`src/rtl/if_stage.sv`:
```
// Instruction-fetch stage: owns the PC, picks the next PC from decode redirects
// and loads the IF_ID register (redirects insert a nop bubble).
module if_stage #(
   parameter logic [31:0] RESET_VECTOR = 32'h8000_0000,
   parameter logic [31:0] IRQ_VECTOR   = 32'h8000_0004,
   parameter logic [31:0] EXC_VECTOR   = 32'h8000_0008
) (
   input  logic        clk,
   input  logic        rst_n,
   output logic [31:0] imem_addr,
   input  logic [31:0] imem_data,
   input  logic        PC_IF_ID_Write,
   input  logic        Z,
   input  logic        J,
   input  logic        JR,
   input  logic [31:0] branch_target,
   input  logic [31:0] jump_target,
   input  logic [31:0] jr_target,
   input  logic        interrupt,
   input  logic        exception,
   output logic [63:0] IF_ID,
   output logic [31:0] PC
);

   logic [31:0] r_pc;
   logic [63:0] r_if_id;
   logic [31:0] w_pc_plus4;
   logic [31:0] w_next_pc;
   logic        w_redirect;
   logic        w_hold;

   // Bit 31 is the kernel-mode flag; only the low 31 bits wrap on increment.
   function automatic logic [31:0] pc_inc(input logic [31:0] pc);
      return {pc[31], pc[30:0] + 31'd4};
   endfunction

   assign w_pc_plus4 = pc_inc(r_pc);

   // Next-PC selection; interrupt/exception outrank a load-use stall.
   always_comb begin
      w_next_pc  = w_pc_plus4;
      w_redirect = 1'b0;
      w_hold     = 1'b0;
      if (interrupt) begin
         w_next_pc  = IRQ_VECTOR;
         w_redirect = 1'b1;
      end else if (exception) begin
         w_next_pc  = EXC_VECTOR;
         w_redirect = 1'b1;
      end else if (!PC_IF_ID_Write) begin
         w_next_pc  = r_pc;
         w_hold     = 1'b1;
      end else if (JR) begin
         w_next_pc  = jr_target;
         w_redirect = 1'b1;
      end else if (J) begin
         w_next_pc  = jump_target;
         w_redirect = 1'b1;
      end else if (Z) begin
         w_next_pc  = branch_target;
         w_redirect = 1'b1;
      end else begin
         w_next_pc  = w_pc_plus4;
         w_redirect = 1'b0;
      end
   end

   // PC and IF_ID registers; a bubble reports the redirect target as its own PC+4 base.
   always_ff @(posedge clk) begin
      if (!rst_n) begin
         r_pc    <= RESET_VECTOR;
         r_if_id <= 64'h0;
      end else if (w_hold) begin
         r_pc    <= r_pc;
         r_if_id <= r_if_id;
      end else if (w_redirect) begin
         r_pc    <= w_next_pc;
         r_if_id <= {pc_inc(w_next_pc), 32'h0000_0000};
      end else begin
         r_pc    <= w_next_pc;
         r_if_id <= {w_pc_plus4, imem_data};
      end
   end

   assign imem_addr = r_pc;
   assign PC        = r_pc;
   assign IF_ID     = r_if_id;

endmodule

```
`config.mk`:
```
export PLATFORM = sky130hd
export DESIGN_NAME = if_stage
export DESIGN_NICKNAME = d
export VERILOG_FILES = /design/src/rtl/if_stage.sv
export SDC_FILE = /design/constraint.sdc
export NUM_CORES = 1
export LEC_CHECK = 0
export CAP_MARGIN = 20
export CORE_ASPECT_RATIO = 0.8
export CORE_MARGIN = 2
export CORE_UTILIZATION = 40
export DETAILED_ROUTE_END_ITERATION = 12
export GPL_TIMING_DRIVEN = 0
export PLACE_DENSITY_LB_ADDON = 0.1
export RECOVER_POWER = 100
export SYNTH_ARGS = -nofsm -noshare
export SYNTH_HDL_FRONTEND = slang
export SYNTH_SLANG_ARGS = --single-unit
```
`constraint.sdc`:
```
create_clock -name clk -period 5.8 [get_ports clk]
set_input_delay 1.74 -clock clk [delete_from_list [all_inputs] [get_ports clk]]
set_output_delay 1.74 -clock clk [all_outputs]
set_load 0.005 [all_outputs]
```
# Word-level counts from Yosys, hierarchy flattened
# Index checks and enable logic that the tools add are counted.
# op_classes
n_addsub	2
mux	16
# ops
op	n
$mux 32	6
$mux 64	1
$add 31x3->31 const B	2
$mux 1	9
# word_totals
in_bits	136
register_bits	96
wordCells	20

# Longest topological paths before layout
# Gate-level depths: netlist of the first run.
# logic_depth
word_depth	9
mapped_depth	18

# Least setup slack after synthesis of the first run
# No wires, ideal clock.
# synth_timing
path_kind	input port to flip-flop
startpoint	in PC_IF_ID_Write
endpoint	reg r_if_id[58], in the netlist IF_ID[58]
setup_slack_ns	0.931
setup_ns	0.120
stages	16
t_arrival_ns	4.749
required_ns	5.680
path_cell_list	buf_2 > buf_2 > buf_4 > clkbuf_1 > clkbuf_1 > mux2i_1 > o21bai_1 > ha_1 > o2111ai_1 > nor4_1 > nand2_1 > nor4_1 > nor2b_1 > buf_4 > nor3b_1 > a211o_1
# synth_via
elab_chain_cells	5
word_cells_on_any_way	11
classes_between	add/sub (1); mux (10)
# synth_lines
element	line	source
start, declared	12	input logic PC_IF_ID_Write,
$mux 32	50	end else if (!PC_IF_ID_Write) begin
$mux 32	47	end else if (exception) begin
$mux 32	44	if (interrupt) begin
named net w_next_pc[2]	28	logic [31:0] w_next_pc;
$add 31x3->31	34	return {pc[31], pc[30:0] + 31'd4};
$mux 64	76	end else if (w_redirect) begin
end signal, assigned	75	r_if_id <= r_if_id;
end signal, assigned	78	r_if_id <= {pc_inc(w_next_pc), 32'h0000_0000};
end signal, assigned	81	r_if_id <= {w_pc_plus4, imem_data};
end, declared	26	logic [63:0] r_if_id;
# The timed path passes the listed nets, and every way through them passes these cells.
# A chain may end at the register's enable or synchronous reset.

# Worst setup path in the final report of the first run
# Ends and elaborated chain as after synthesis.

==> results of run 1 <==
-- worst max path at each step --
stage	end	startpoint	cells after the start	slack [ns]
floorplan	IF_ID[58]	PC_IF_ID_Write	16	0.93
global placement	IF_ID[58]	PC_IF_ID_Write	17	-1.10
detailed placement	IF_ID[58]	PC_IF_ID_Write	17	-1.10
CTS	IF_ID[58]	JR	18	0.03
global route	IF_ID[58]	JR	18	-0.07
finish	IF_ID[58]	PC_IF_ID_Write	16	0.18
-- layout by cell type, fill, tap and decap left out, drive strengths merged, types with 8 or more instances in the layout --
cell	instances
nand3	61
nor2	79
and2	17
nor3b	8
mux2i	10
a31oi	12
a21oi	80
o221ai	18
o21ai	34
o22ai	10
nand2	110
dfxtp	96
xnor2	30
buf	45
nand4	13
and3	9
clkdlybuf4s50	156
dlygate4sd3	106
nor4	16
nand2b	9
nor3	27
inv	10
xor2	12
clkbuf	71
-- metrics by stage --
stage | area [µm²] | hold WS (ns) | setup slack [ns] | utilization (%)
2_1_floorplan | 6610 | 0.448 | 0.931 | -
3_3_place_gp | 9510 | 0.438 | -1.10 | 58.2
3_5_place_dp | 9510 | 0.444 | -1.10 | 58.2
4_1_cts | 9830 | 0.453 | 0.0328 | 60.2
5_1_grt | 9870 | 0.462 | -0.0719 | 60.4
6_report | 9870 | 0.447 | 0.176 | 60.4
-- power breakdown --
part	switching (mW)	internal [mW]	leakage, nW	total, mW
Sequential	0.0189	0.680	0.780	0.699
Clock	0.285	0.348	0.153	0.633
Combinational	0.192	0.195	2.83	0.387
Total	0.496	1.22	3.76	1.72
-- flip-flops by register name, indices dropped and copies added (netlist names) --
name   cells
IF_ID     64
PC        32
-- worst max-delay path, delay by kind of cell --
kind / cells / cell delay, ns
buffers and inverters: 6 / 1.94
muxes: 1 / 0.12
AOI/OAI and AO/OA: 3 / 0.70
and+or+nand+nor: 5 / 1.11
adders and majority gates: 1 / 0.25
-- synth_stat cells (8+ instances only) --
cell type and count:
buf_4 37, dfxtp_1 96, o21ai_0 28, nor2_1 78, nand2b_1 8, a31oi_1 11, mux2i_1 10, clkbuf_1 40
nand2_1 110, nor3_1 25, o221ai_1 18, nand3_1 59, a21oi_1 80, nand4_1 12, nor4_1 12, buf_2 20
and2_1 17, nor3b_1 8, o22ai_1 10, xor2_1 12, and3_1 9, xnor2_1 30
-- area by class of cell --
type,instances,area share [%]
plain buffers,103,5.78
clock buffers,10,2.42
clock inverters,6,0.672
inverters,10,0.380
multi-input cells,677,41.7
flip-flops and latches,96,19.5
well taps,220,2.79
repair buffers,265,26.8
-- cell families after synthesis --
logic type	count (synthesis)	share of synthesized area (%)
adders and majority gates	2	0.379
DFF	96	29.1
AOI/OAI and AO/OA	233	23.9
and+or+nand+nor	388	30.1
buffers and inverters	115	9.13
muxes	12	1.86
xor gates and xnor gates	42	5.57
-- repair_timing --
item	CTS	global route
hold buffers	0	0
buffers inserted	0	3
pin swaps	1	3
gates resized for setup	4	7
endpoints found under the setup margin	12	10
-- metal layers --
| metal | up-vias | GRT usage (%) | wire length, µm |
|---|---|---|---|
| met4 | 2 | 9.74 | 688 |
| li1 | 3757 | - | - |
| met1 | 3767 | 42.4 | 12200 |
| met3 | 51 | 8.58 | 2890 |
| met5 | - | 2.94 | 48 |
| met2 | 419 | 46.8 | 12200 |
==> flow_summary.yaml, run 1 <==
run_status:
  run_status: "finished, final reports clean"
finish:
  seqCellArea_um2: 1920
  multi_input_area_um2: 4110
  area_growth_pct: 49.3
  fillers: 1563
  nets: 1300
  n_antenna_cell: 0
  fin_cells: 1387
  layout-drive-gt1-share_pct: 9.60
global_routing:
  grt_pass1_vias: 7331
  antenna_found_initial: 0
  grt_use_total_pct: 30.9
  grt_pass1_wl_um: 41900
  grt_max_degree: 20
  grt-ovfl-total: 0
worst_setup_path:
  crit_chain: "clkdlybuf4s50_1, buf_2, buf_2, buf_4, clkbuf_2, mux2i_1, o21bai_1, ha_1, o2111ai_1, nor4_4, nand2_1, nor4_4, nor2b_1, buf_4, nor3b_1, a211o_1"
  reg2reg_depth: 11
  worstReg2RegEnd: "IF_ID[59]"
  critPathRequiredTime_ns: 6.05
  r2r_setup_slack_ns: 1.86
  arrival_ns: 5.88
  end_kind: "flop"
  path_max_fanout: 19
  slowest_stage: "clkdlybuf4s50_1"
  start_kind: "input pin"
  regToRegStartpoint: "PC[3]"
  crit_type: "input pin to flop"
  cp_slowest_stage_delay_ns: 0.59
cts:
  htreeDepth: 3
  cts_made_buffers: 9
  cts-root-buf: "clkbuf_16"
  clock_path_buffers: 2
  clk_pin_slew_ns: 0.07
  cts_tree: "done"
  clock_sinks: 96
  clk_latency_ns: 0.37
sta:
  relSlewSlack_pct: 36.2
  hold_viol_final: 0
  fin_setup_tns_ns: 0
  fmax_mhz: 178
  period_share_pct: 97.0
  worst_slew_pin_slew_ns: 0.944
  period_minus_slack_ns: 5.62
  slew_violations: 0
  setup_violations: 0
  skew_ns: 0.00934
placement:
  routabilityCongestion: 0.970
  place_hpwl_um: 21300
  io_buffers: 262
  dp.cells: 1370
power:
  peakVddDrop_uv: 142
  power_mw: 1.72
  p_per_area_nw_per_um2: 174
  leakagePower_nw: 3.76
logic_synthesis:
  yosys_most_used_dff: "dfxtp_1"
  yosysWarnings: 0
  synth_area_leaders: "dfxtp_1, nand2_1, a21oi_1, nand3_1, nor2_1"
  syn_inst: 888
  syn-cell-area_um2: 6610
  synth_edf_count: 0
  yosysTopAreaCellShare_pct: 29.1
  seq_area_frac_synth_pct: 29.1
  synth_fp_nets: 1026
  synth-seq-cells: 96
  synth_area_per_cell_um2: 7.44
  synth_async_sr_flop_share_pct: 0
  yosysUniqueCellTypes: 85
  yosys.area.top_type: "dfxtp_1"
route:
  via_count: 7996
  drt_iter0_markers: 734
  drt-vias-per-instance: 5.76
  route.detailed.drc: 0
  drt_pass1_iterations: 7
  routedWlPerCell_um: 20.2
  drt.antenna.violating_nets: 0
  finalWirelength_um: 28100
die:
  die-width_um: 148
  die_h_um: 119
  core_um2: 16300
  ios: 264
  initial_core_util_pct: 40.4
  dieArea_um2: 17600
  rows: 42
hold_path:
  hold_start: "IF_ID[27]"
  hold_class: "flop to flop"
  hold_depth: 2
  worstHoldEndpoint: "IF_ID[27]"
run:
  cap_violations: 0
Power figures use the tool's default switching activity.
==> inputs of run 2 (changes only) <==
--- a/config.mk
+++ b/config.mk
@@ -7,10 +7,8 @@
 export LEC_CHECK = 0
 export CAP_MARGIN = 20
 export CORE_ASPECT_RATIO = 0.8
-export CORE_MARGIN = 2
 export CORE_UTILIZATION = 40
 export DETAILED_ROUTE_END_ITERATION = 12
-export GPL_TIMING_DRIVEN = 0
 export PLACE_DENSITY_LB_ADDON = 0.1
 export RECOVER_POWER = 100
 export SYNTH_ARGS = -nofsm -noshare
==> run 2 against run 1 <==
- first-iteration DRC count fell by 16%
- clock power is 5.5% higher
- sequential cell count unchanged
- clock skew grew 0.0013 ns
- final cell count shrank 6.0%
- combinational power is 9.6% lower
- critical endpoint unchanged
- non-clock buffer count down 78
- total power rose by 0.25%
- via count decreased by 5.8%
- setup slack gained 0.26 ns
==> flow_summary.yaml, run 2 (same netlist as run 1, synthesis figures left out) <==
sta:
  slew_violations: 0
  fin_setup_tns_ns: 0
  hold_viol_final: 0
  period_minus_slack_ns: 5.36
  period_share_pct: 92.5
  worst_slew_pin_slew_ns: 1.11
  skew_ns: 0.0107
  fmax_mhz: 186
  relSlewSlack_pct: 25.9
  setup_violations: 0
  rsz0062_at_grt: "no"
worst_setup_path:
  critPathRequiredTime_ns: 6.05
  slowest_stage: "a311oi_1"
  path_max_fanout: 11
  start_kind: "input pin"
  crit_chain: "dlygate4sd3_1, clkbuf_1, or2_1, nor2_1, a311oi_1, nand3_1, nor4_1, nor2b_1, nor3b_1, a211o_1"
  end_kind: "flop"
  arrival_ns: 5.62
  crit_type: "input pin to flop"
  cp_slowest_stage_delay_ns: 0.73
global_routing:
  grt_pass1_vias: 6744
  grt-ovfl-total: 0
  grt_max_degree: 66
  grt_pass1_wl_um: 37900
  antenna_found_initial: 0
  grt_use_total_pct: 28.7
route:
  routedWlPerCell_um: 19.3
  drt.antenna.violating_nets: 0
  route.detailed.drc: 0
  drt_iter0_markers: 615
  finalWirelength_um: 25100
  drt_pass1_iterations: 5
  via_count: 7531
  drt-vias-per-instance: 5.78
placement:
  routabilityCongestion: 0.958
  dpl-instance-area_um2: 9170
  place_hpwl_um: 18100
  io_buffers: 263
power:
  leakagePower_nw: 3.59
  peakVddDrop_uv: 137
  p_per_area_nw_per_um2: 183
cts:
  cts_tree: "done"
  clock_sinks: 96
  htreeDepth: 3
  cts-root-buf: "clkbuf_16"
  cts_setup_buffers: 0
  clk_latency_ns: 0.36
  cts_made_buffers: 9
  clk_pin_slew_ns: 0.07
  cts_hold_buf: 0
  cts_resized: 0
  clock_path_buffers: 2
finish:
  area_growth_pct: 42.7
  n_antenna_cell: 0
  final_common_cell: "dlygate4sd3_1"
  fillers: 1492
  layout-drive-gt1-share_pct: 6.15
  final_cell_mix: "dlygate4sd3_1, clkdlybuf4s50_1, nand2_1, dfxtp_1, a21oi_1"
  final_cell_area_um2: 9430
  nets: 1222
  largest_reg_flops: 64
run:
  cap_violations: 0
die:
  rows: 41
  dieArea_um2: 17000
  die-width_um: 146
  initial_core_util_pct: 41.4
  die_h_um: 117
  ios: 264
  core_um2: 16000
hold_path:
  hold_class: "flop to flop"
run_status:
  run_status: "finished, final reports clean"
## run 2: per-layer routing
| metal | vias to the layer above | part of all wire [%] | GRT usage [%] |
|---|---|---|---|
| li1 | 3605 | - | - |
| met1 | 3511 | 45 | 39.8 |
| met2 | 379 | 45 | 45.9 |
| met3 | 36 | 8.3 | 4.92 |
| met4 | 0 | 2.0 | 8.70 |
| met5 | - | 0 | 0 |
## run 2: layout make-up
class	count	area (µm²)	area share [%]
Inverter	10	37.5	0.398
Multi-Input combinational cell	677	4070	43.1
Tap cell	215	269	2.85
Timing Repair Buffer	290	2810	29.7
Clock inverter	6	90.1	0.955
Clock buffer	10	239	2.53
Sequential cell	96	1920	20.4
## run 2: worst paths after layout
path / from / endpoint / slack (ns) / depth (start not counted)
setup / recovery: Z / IF_ID[58] / 0.44 / 10
hold reg to reg: IF_ID[44] / IF_ID[44] / 0.45 / 2
setup reg to reg: PC[2] / IF_ID[58] / 1.19 / 10
hold / removal: IF_ID[44] / IF_ID[44] / 0.45 / 2
## run 2: through the flow
step / cells / power (mW) / hold slack (ns) / worst slack, ns / utilization [%]
after global placement: 1288 / 1.08 / 0.438 / 0.397 / 57.5
after detailed placement: 1288 / 1.08 / 0.443 / 0.344 / 57.5
after global routing: 1304 / 1.79 / 0.460 / 0.220 / 59.1
after CTS: 1304 / 1.74 / 0.453 / 0.734 / 59.5
after floorplan: 888 / 0.882 / 0.448 / 0.931 / -
final: 1304 / 1.72 / 0.446 / 0.438 / 59.1
## run 2: worst max-delay path, delay by kind of cell
family                 cells  cell delay (ns)
AOI/OAI and AO/OA          2             1.01
buffers and inverters      2             1.03
and+or+nand+nor            6             1.84
## run 2: where the power goes
part | internal [mW] | leakage, nW | total, mW | switching [mW]
sequential | 0.680 | 0.780 | 0.704 | 0.0240
combinational | 0.182 | 2.65 | 0.350 | 0.168
clock | 0.392 | 0.159 | 0.668 | 0.277
